===== src/rtl/instr_fetch.sv =====
// -----------------------------------------------------------------------------
// instr_fetch
//   Instruction fetch stage. Holds the program counter, drives a combinational
//   instruction ROM and captures the returned word into the IF/ID register.
//   That register is handed to decode over a valid/ready handshake. A
//   redirect from downstream flushes the wrong-path instruction and reloads
//   the PC.
//
// Optional feature macro: IF_MISALIGN_TRAP_EN
//   defined   : a misaligned redirect target traps into a sticky FAULT state.
//   undefined : target[1:0] is forced to 00 and fault/fault_pc are tied to 0.
//
// Parameters
//   ADDR_BITS      byte-address width of the PC
//   ROM_ADDR_BITS  word-address width of the ROM
//   DATA_BITS      instruction width
//   RESET_PC       PC value after reset
//
// Ports
//   clk, rst_n        clock, synchronous active-low reset
//   rom_addr/rom_sel  ROM word address / enable (enable only in RUN)
//   rom_dout          ROM data, same cycle as rom_addr
//   redirect_valid    branch/jump taken this cycle
//   redirect_target   new PC on redirect
//   id_ready          decode accepts the IF/ID register
//   id_valid          IF/ID register holds a valid instruction
//   id_instr          fetched instruction
//   id_pc, id_pc4     PC of id_instr and PC+4
//   fetch_count       instructions accepted into IF/ID since reset
//   fault, fault_pc   sticky misaligned-redirect fault and offending target
// -----------------------------------------------------------------------------
module instr_fetch #(
    parameter int unsigned        ADDR_BITS     = 32,
    parameter int unsigned        ROM_ADDR_BITS = 10,
    parameter int unsigned        DATA_BITS     = 32,
    parameter logic [ADDR_BITS-1:0] RESET_PC    = 32'h0000_3000
) (
    input  logic                     clk,
    input  logic                     rst_n,
    output logic [ROM_ADDR_BITS-1:0] rom_addr,
    output logic                     rom_sel,
    input  logic [DATA_BITS-1:0]     rom_dout,
    input  logic                     redirect_valid,
    input  logic [ADDR_BITS-1:0]     redirect_target,
    input  logic                     id_ready,
    output logic                     id_valid,
    output logic [DATA_BITS-1:0]     id_instr,
    output logic [ADDR_BITS-1:0]     id_pc,
    output logic [ADDR_BITS-1:0]     id_pc4,
    output logic [31:0]              fetch_count,
    output logic                     fault,
    output logic [ADDR_BITS-1:0]     fault_pc
);

    typedef enum logic [1:0] {
        BOOT  = 2'd0,
        RUN   = 2'd1,
        FAULT = 2'd2
    } state_t;

    state_t                 r_state;
    state_t                 w_state_nxt;

    logic [ADDR_BITS-1:0]   r_pc;
    logic                   r_id_valid;
    logic [DATA_BITS-1:0]   r_id_instr;
    logic [ADDR_BITS-1:0]   r_id_pc;
    logic [31:0]            r_fetch_count;

    logic                   w_run;
    logic                   w_redirect;
    logic                   w_misalign;
    logic                   w_fire;
    logic [ADDR_BITS-1:0]   w_target_aligned;

    // ------------------------------------------------------------------
    // State register
    // ------------------------------------------------------------------
    always_ff @(posedge clk) begin
        if (!rst_n) begin
            r_state <= BOOT;
        end else begin
            r_state <= w_state_nxt;
        end
    end

    // ------------------------------------------------------------------
    // Next-state logic
    // ------------------------------------------------------------------
    always_comb begin
        w_state_nxt = r_state;
        unique case (r_state)
            BOOT:    w_state_nxt = RUN;
            RUN:     if (w_redirect && w_misalign) w_state_nxt = FAULT;
            FAULT:   w_state_nxt = FAULT;
            default: w_state_nxt = BOOT;
        endcase
    end

    // ------------------------------------------------------------------
    // Output / control decode
    // ------------------------------------------------------------------
    always_comb begin
        w_run      = (r_state == RUN);
        rom_sel    = w_run;
        w_redirect = w_run && redirect_valid;
        // Redirect outranks fetch; fetch needs an empty or draining IF/ID.
        w_fire     = w_run && !redirect_valid && (!r_id_valid || id_ready);
    end

`ifdef IF_MISALIGN_TRAP_EN
    assign w_misalign = (redirect_target[1:0] != 2'b00);
`else
    assign w_misalign = 1'b0;
    // Low target bits are discarded when the trap is compiled out.
    logic w_unused_target_lsbs;
    assign w_unused_target_lsbs = ^redirect_target[1:0];
`endif

    assign w_target_aligned = {redirect_target[ADDR_BITS-1:2], 2'b00};

    // ------------------------------------------------------------------
    // PC and IF/ID pipeline register
    // ------------------------------------------------------------------
    always_ff @(posedge clk) begin
        if (!rst_n) begin
            r_pc          <= RESET_PC;
            r_id_valid    <= 1'b0;
            r_id_instr    <= '0;
            r_id_pc       <= '0;
            r_fetch_count <= '0;
        end else if (w_redirect) begin
            // Flush regardless of id_ready; a trapping redirect keeps the PC.
            r_id_valid <= 1'b0;
            if (!w_misalign) begin
                r_pc <= w_target_aligned;
            end
        end else if (w_fire) begin
            r_id_instr    <= rom_dout;
            r_id_pc       <= r_pc;
            r_id_valid    <= 1'b1;
            r_pc          <= r_pc + ADDR_BITS'(4);
            r_fetch_count <= r_fetch_count + 32'd1;
        end else if (r_id_valid && id_ready) begin
            r_id_valid <= 1'b0;
        end
    end

    // ------------------------------------------------------------------
    // Sticky fault capture
    // ------------------------------------------------------------------
`ifdef IF_MISALIGN_TRAP_EN
    logic                 r_fault;
    logic [ADDR_BITS-1:0] r_fault_pc;

    always_ff @(posedge clk) begin
        if (!rst_n) begin
            r_fault    <= 1'b0;
            r_fault_pc <= '0;
        end else if (w_redirect && w_misalign) begin
            r_fault    <= 1'b1;
            r_fault_pc <= redirect_target;
        end
    end

    assign fault    = r_fault;
    assign fault_pc = r_fault_pc;
`else
    assign fault    = 1'b0;
    assign fault_pc = '0;
`endif

    assign rom_addr    = r_pc[ROM_ADDR_BITS+1:2];
    assign id_valid    = r_id_valid;
    assign id_instr    = r_id_instr;
    assign id_pc       = r_id_pc;
    assign id_pc4      = r_id_pc + ADDR_BITS'(4);
    assign fetch_count = r_fetch_count;

endmodule


===== config.mk =====
export PLATFORM = sky130hd
export DESIGN_NAME = instr_fetch
export DESIGN_NICKNAME = d
export VERILOG_FILES = /design/src/rtl/instr_fetch.sv
export SDC_FILE = /design/constraint.sdc
export NUM_CORES = 1
export LEC_CHECK = 0
export ABC_AREA = 1
export BUFFER_PORTS_ARGS = -buffer_cell sky130_fd_sc_hd__buf_4
export CAP_MARGIN = 25
export CORE_MARGIN = 1
export CORE_UTILIZATION = 40
export DETAILED_ROUTE_END_ITERATION = 10
export PLACE_DENSITY = 0.79
export SYNTH_ARGS = -nofsm -noshare
export SYNTH_HDL_FRONTEND = slang
export SYNTH_SLANG_ARGS = --single-unit

===== constraint.sdc =====
create_clock -name clk -period 1.52 [get_ports clk]
set_input_delay 0.304 -clock clk [delete_from_list [all_inputs] [get_ports clk]]
set_output_delay 0.304 -clock clk [all_outputs]
set_load 0.005 [all_outputs]

Word level (Yosys, flattened, before mapping)
Index checks and enable logic that the tools add are counted.

Add/sub/neg operators: 3. Eq/ne operators: 2. Muxes and demuxes: 5. Bitwise gates (word level): 2. Reduce and logical (&&, ||, !) cells: 12.

Operators by type and width (number): 32-bit by 3-bit adder with 32-bit output (second input constant) (2); 32-bit 2-to-1 mux (2); 32-bit by 1-bit adder with 32-bit output (second input constant) (1); 2-bit one-hot mux with 3 select lines (1); 1-bit logical AND (4); 2-bit nonzero test (2); 2-bit by 1-bit equality test with 1-bit output (second input constant) (1); 2-bit equality test (second input constant) (1); 1-bit zero test (2); 2-bit zero test (1); 1-bit 2-to-1 mux (2); 1-bit inverter (2); 2-bit AND reduction (1); 2-bit OR reduction (1); 1-bit logical OR (1).

Flip-flop bits (word level): 131. Bits of input ports: 68. Output and inout port bits: 173. Word-level logic and storage cells: 31.

Depth between registers and ports, before layout
Depth after elaboration: 5. Depth in mapped cells: 11. Depth with buffers taken out: 11.

Worst setup path before layout
OpenSTA, ideal clock, no wires.

Path type: register -> output. Start point: register r_id_pc[2] (netlist: id_pc[2]). End point: output id_pc4[18]. Arrival time: 1.406 ns. Data required time: 1.216 ns. Path slack: -0.190 ns. Cell stages (with the launch flop): 8. Path buffers: 0. Cells stage by stage: dfxtp_1 ha_1 nand3_1 inv_1 nand2_1 nor4_2 nand2_1 xnor2_1.

Word-level cells in the longest chain between the ends: 1.

RTL lines: from (decl) (line 67) `logic [ADDR_BITS-1:0] r_id_pc;`; from (signal assigned) (line 140) `r_id_pc <= r_pc;`; 32-bit by 3-bit adder with 32-bit output (line 177) `assign id_pc4 = r_id_pc + ADDR_BITS'(4);`; to (decl) (line 49) `output logic [ADDR_BITS-1:0] id_pc4,`.

No other way between the ends.

Worst setup path in the final report
Start point: register r_id_pc[17] (netlist: id_pc[17]). End point: output id_pc4[31].

The elaborated chain is that of the path after synthesis.

==> results_dict.tcl <==
set metrics [dict create \
    period_share_pct 145 \
    wl_per_cell_um 16.3 \
    drt_pass1_iterations 6 \
    ys_ff_latch 127 \
    path_clk_slew_ns 0.06 \
    cts_root_buf "clkbuf_16" \
    power_density_nw_per_um2 816 \
    layout_commonest_cell "buf_4" \
    avgSynthCellArea_um2 6.49 \
    grt_pass1_wl_um 38000 \
    clock_sinks 127 \
    multi_input_area_um2 4690 \
    setup_violations 42 \
    die_w_um 136 \
    worst_setup_path_start_kind "flop" \
    dp_hpwl_um 17700 \
    finalSetupTns_ns -14.29 \
    clock_skew_ns 0.00927 \
    cts_tree "yes" \
    startpoint "id_pc[17]" \
    initial_core_util_pct 41.2 \
    ir_worst_vdd_uv 854 \
    critPathRequiredTime_ns 1.22 \
    cp.arrival_ns 1.90 \
    ff_latch_area_um2 2630 \
    gp_congestion 0.930 \
    r2r-start "r_state[0]" \
    total_leakage_power_nw 5.36 \
    drive_above_1_share_pct 42.6 \
    hold_violations 0 \
    crit_slowest_cell "dfxtp_2" \
    layout_setup_ws_ns -0.681 \
    pre_cts_ws_ns -0.220 \
    status "finished with violations" \
    grt_overflow 0 \
    drv_cap 0 \
    min_period_ns 2.20 \
    endpoint_kind "output port" \
    power_mw 9.65 \
    dp_cells 1625 \
    syn_inst 1102 \
    synth_area_um2 7150 \
    grt_max_degree 36 \
    synth_cell_types 40 \
    final_cell_mix "347 x buf_4, 236 x nand2_1, 179 x nor2_1" \
    stdcell_area_um2 11800 \
    rows 48 \
    hold_class "in -> reg" \
    vias 8896 \
    ios 241 \
    fillers 1287 \
    port_buffers 201 \
    routed_via_density 5.24 \
    yosysSeqAreaShare_pct 35.6 \
    die_height_um 136 \
    hold_start "rom_dout[3]" \
    dr.first_iter.drc_count 813 \
    h-tree-depth 4 \
    rsz0062_at_grt "yes" \
    placed_area_um2 9820 \
    violations "setup timing" \
    clockBufferDepth 2 \
    insertedDiodeCount 0 \
    area_growth_pct 65.4 \
    dieArea_um2 18400 \
    crit_fanout 3 \
    antenna_found_initial 0 \
    numCtsBuffers 17 \
    ant_nets 0 \
    path_cells "nand4_1, nor3_4, nand2_4, nor2_4, nand2_2, xnor2_2, buf_4" \
    cp_slowest_stage_delay_ns 0.35 \
    grt_use_total_pct 26.2 \
    core_um2 17400 \
    drc 0 \
    finalNonFillerCells 1699 \
    clk_latency_ns 0.42 \
    ys_warn_count 0 \
    layout.nets 1533 \
    slew_violations 0 \
    wirelength_um 27800 \
    grt_pass1_vias 7722 \
    fmax_mhz 454 \
    worstSetupPathType "reg -> out" \
]
-- stage by stage --
| stage | util, % | hold slack, ns |
|---|---|---|
| final | 68.1 | 0.134 |
| after global routing | 68.1 | 0.125 |
| after CTS | 62.7 | 0.117 |
| after detailed placement | 56.6 | 0.410 |
| after global placement | 56.6 | 0.393 |
| after floorplan | - | 0.390 |
-- cells in the mapped netlist, drive strengths merged --
library cell  count  area share, %
clkinv            1          0.052
nor2            241             13
o221ai            1           0.12
buf              65            6.4
nand3            54            4.1
or2               1          0.088
a211oi            5           0.53
and2              1          0.088
xnor2            11            1.3
nand2           271             14
o21bai            6           0.63
inv              79            4.1
conb              1          0.052
ha                3           0.53
o21ai            75            5.3
clkbuf           21            1.1
nand3b            5           0.53
xor2             27            3.3
a31oi             3           0.26
o211ai            1           0.11
nor4              3           0.35
nand4            16            1.6
o21a              1           0.11
a22oi             5           0.53
dfxtp           127             36
nor3             26            1.9
nor3b             1           0.11
a21oi            51            3.6
-- logic make-up after synthesis --
kind of cell,share of synthesized area (%)
flops,35.6
compound gates,11.1
fa+ha+maj,0.525
other cells,0.0525
xor+xnor,4.66
simple gates,36.4
buf+inv,11.7
-- what timing repair did --
action | 4_1_cts | 5_1_grt
resized for setup | 107 | 189
hold buffers | 0 | 0
gates cloned | 0 | 6
buffers inserted | 13 | 30
pin swaps | 42 | 67
endpoints found under the setup margin | 51 | 80
-- worst paths after layout --
| path | cells past startpoint | endpoint | slack (ns) |
|---|---|---|---|
| worst max-delay path | 7 | id_pc4[31] | -0.68 |
| worst min-delay path | 3 | id_instr[3] | 0.13 |
| worst max register to register | 10 | fetch_count[17] | -0.08 |
| worst min register to register | 1 | r_state[1] | 0.41 |
-- per-layer routing --
layer	track usage, %	vias up	share of wire (%)
met5	0	-	0
met4	12.0	0	4.7
met3	5.27	116	8.8
met2	43.0	546	48
met1	32.8	4067	39
li1	-	4167	-
-- power by group --
group / leakage [nW] / internal (mW) / switching (mW) / total, mW
Clock: 0.311 / 2.85 / 1.56 / 4.40
Combinational: 3.99 / 0.818 / 0.764 / 1.58
Sequential: 1.06 / 3.49 / 0.178 / 3.67
-- final cells by class --
class	count	area share, %
tap	225	2.38
multi-input combinational	845	39.7
clock inverter	8	1.06
timing repair buffer	391	27.6
inverter	80	2.73
sequential	127	22.3
clock buffer	23	4.31
-- worst max-delay path: cells and delay by family, from the launching register on --
kind                   cells  cell delay (ns)
flip-flops                 1             0.35
XOR/XNOR                   1             0.13
AND/OR/NAND/NOR            5             0.85
buffers and inverters      1             0.14
-- flip-flops by register name, summed over array words and instances (netlist names) --
register     count
r_state          2
fetch_count     32
r_pc            30
id_pc           30
id_instr        32
id_valid         1
Note: power is estimated with default switching activity, not from simulation.
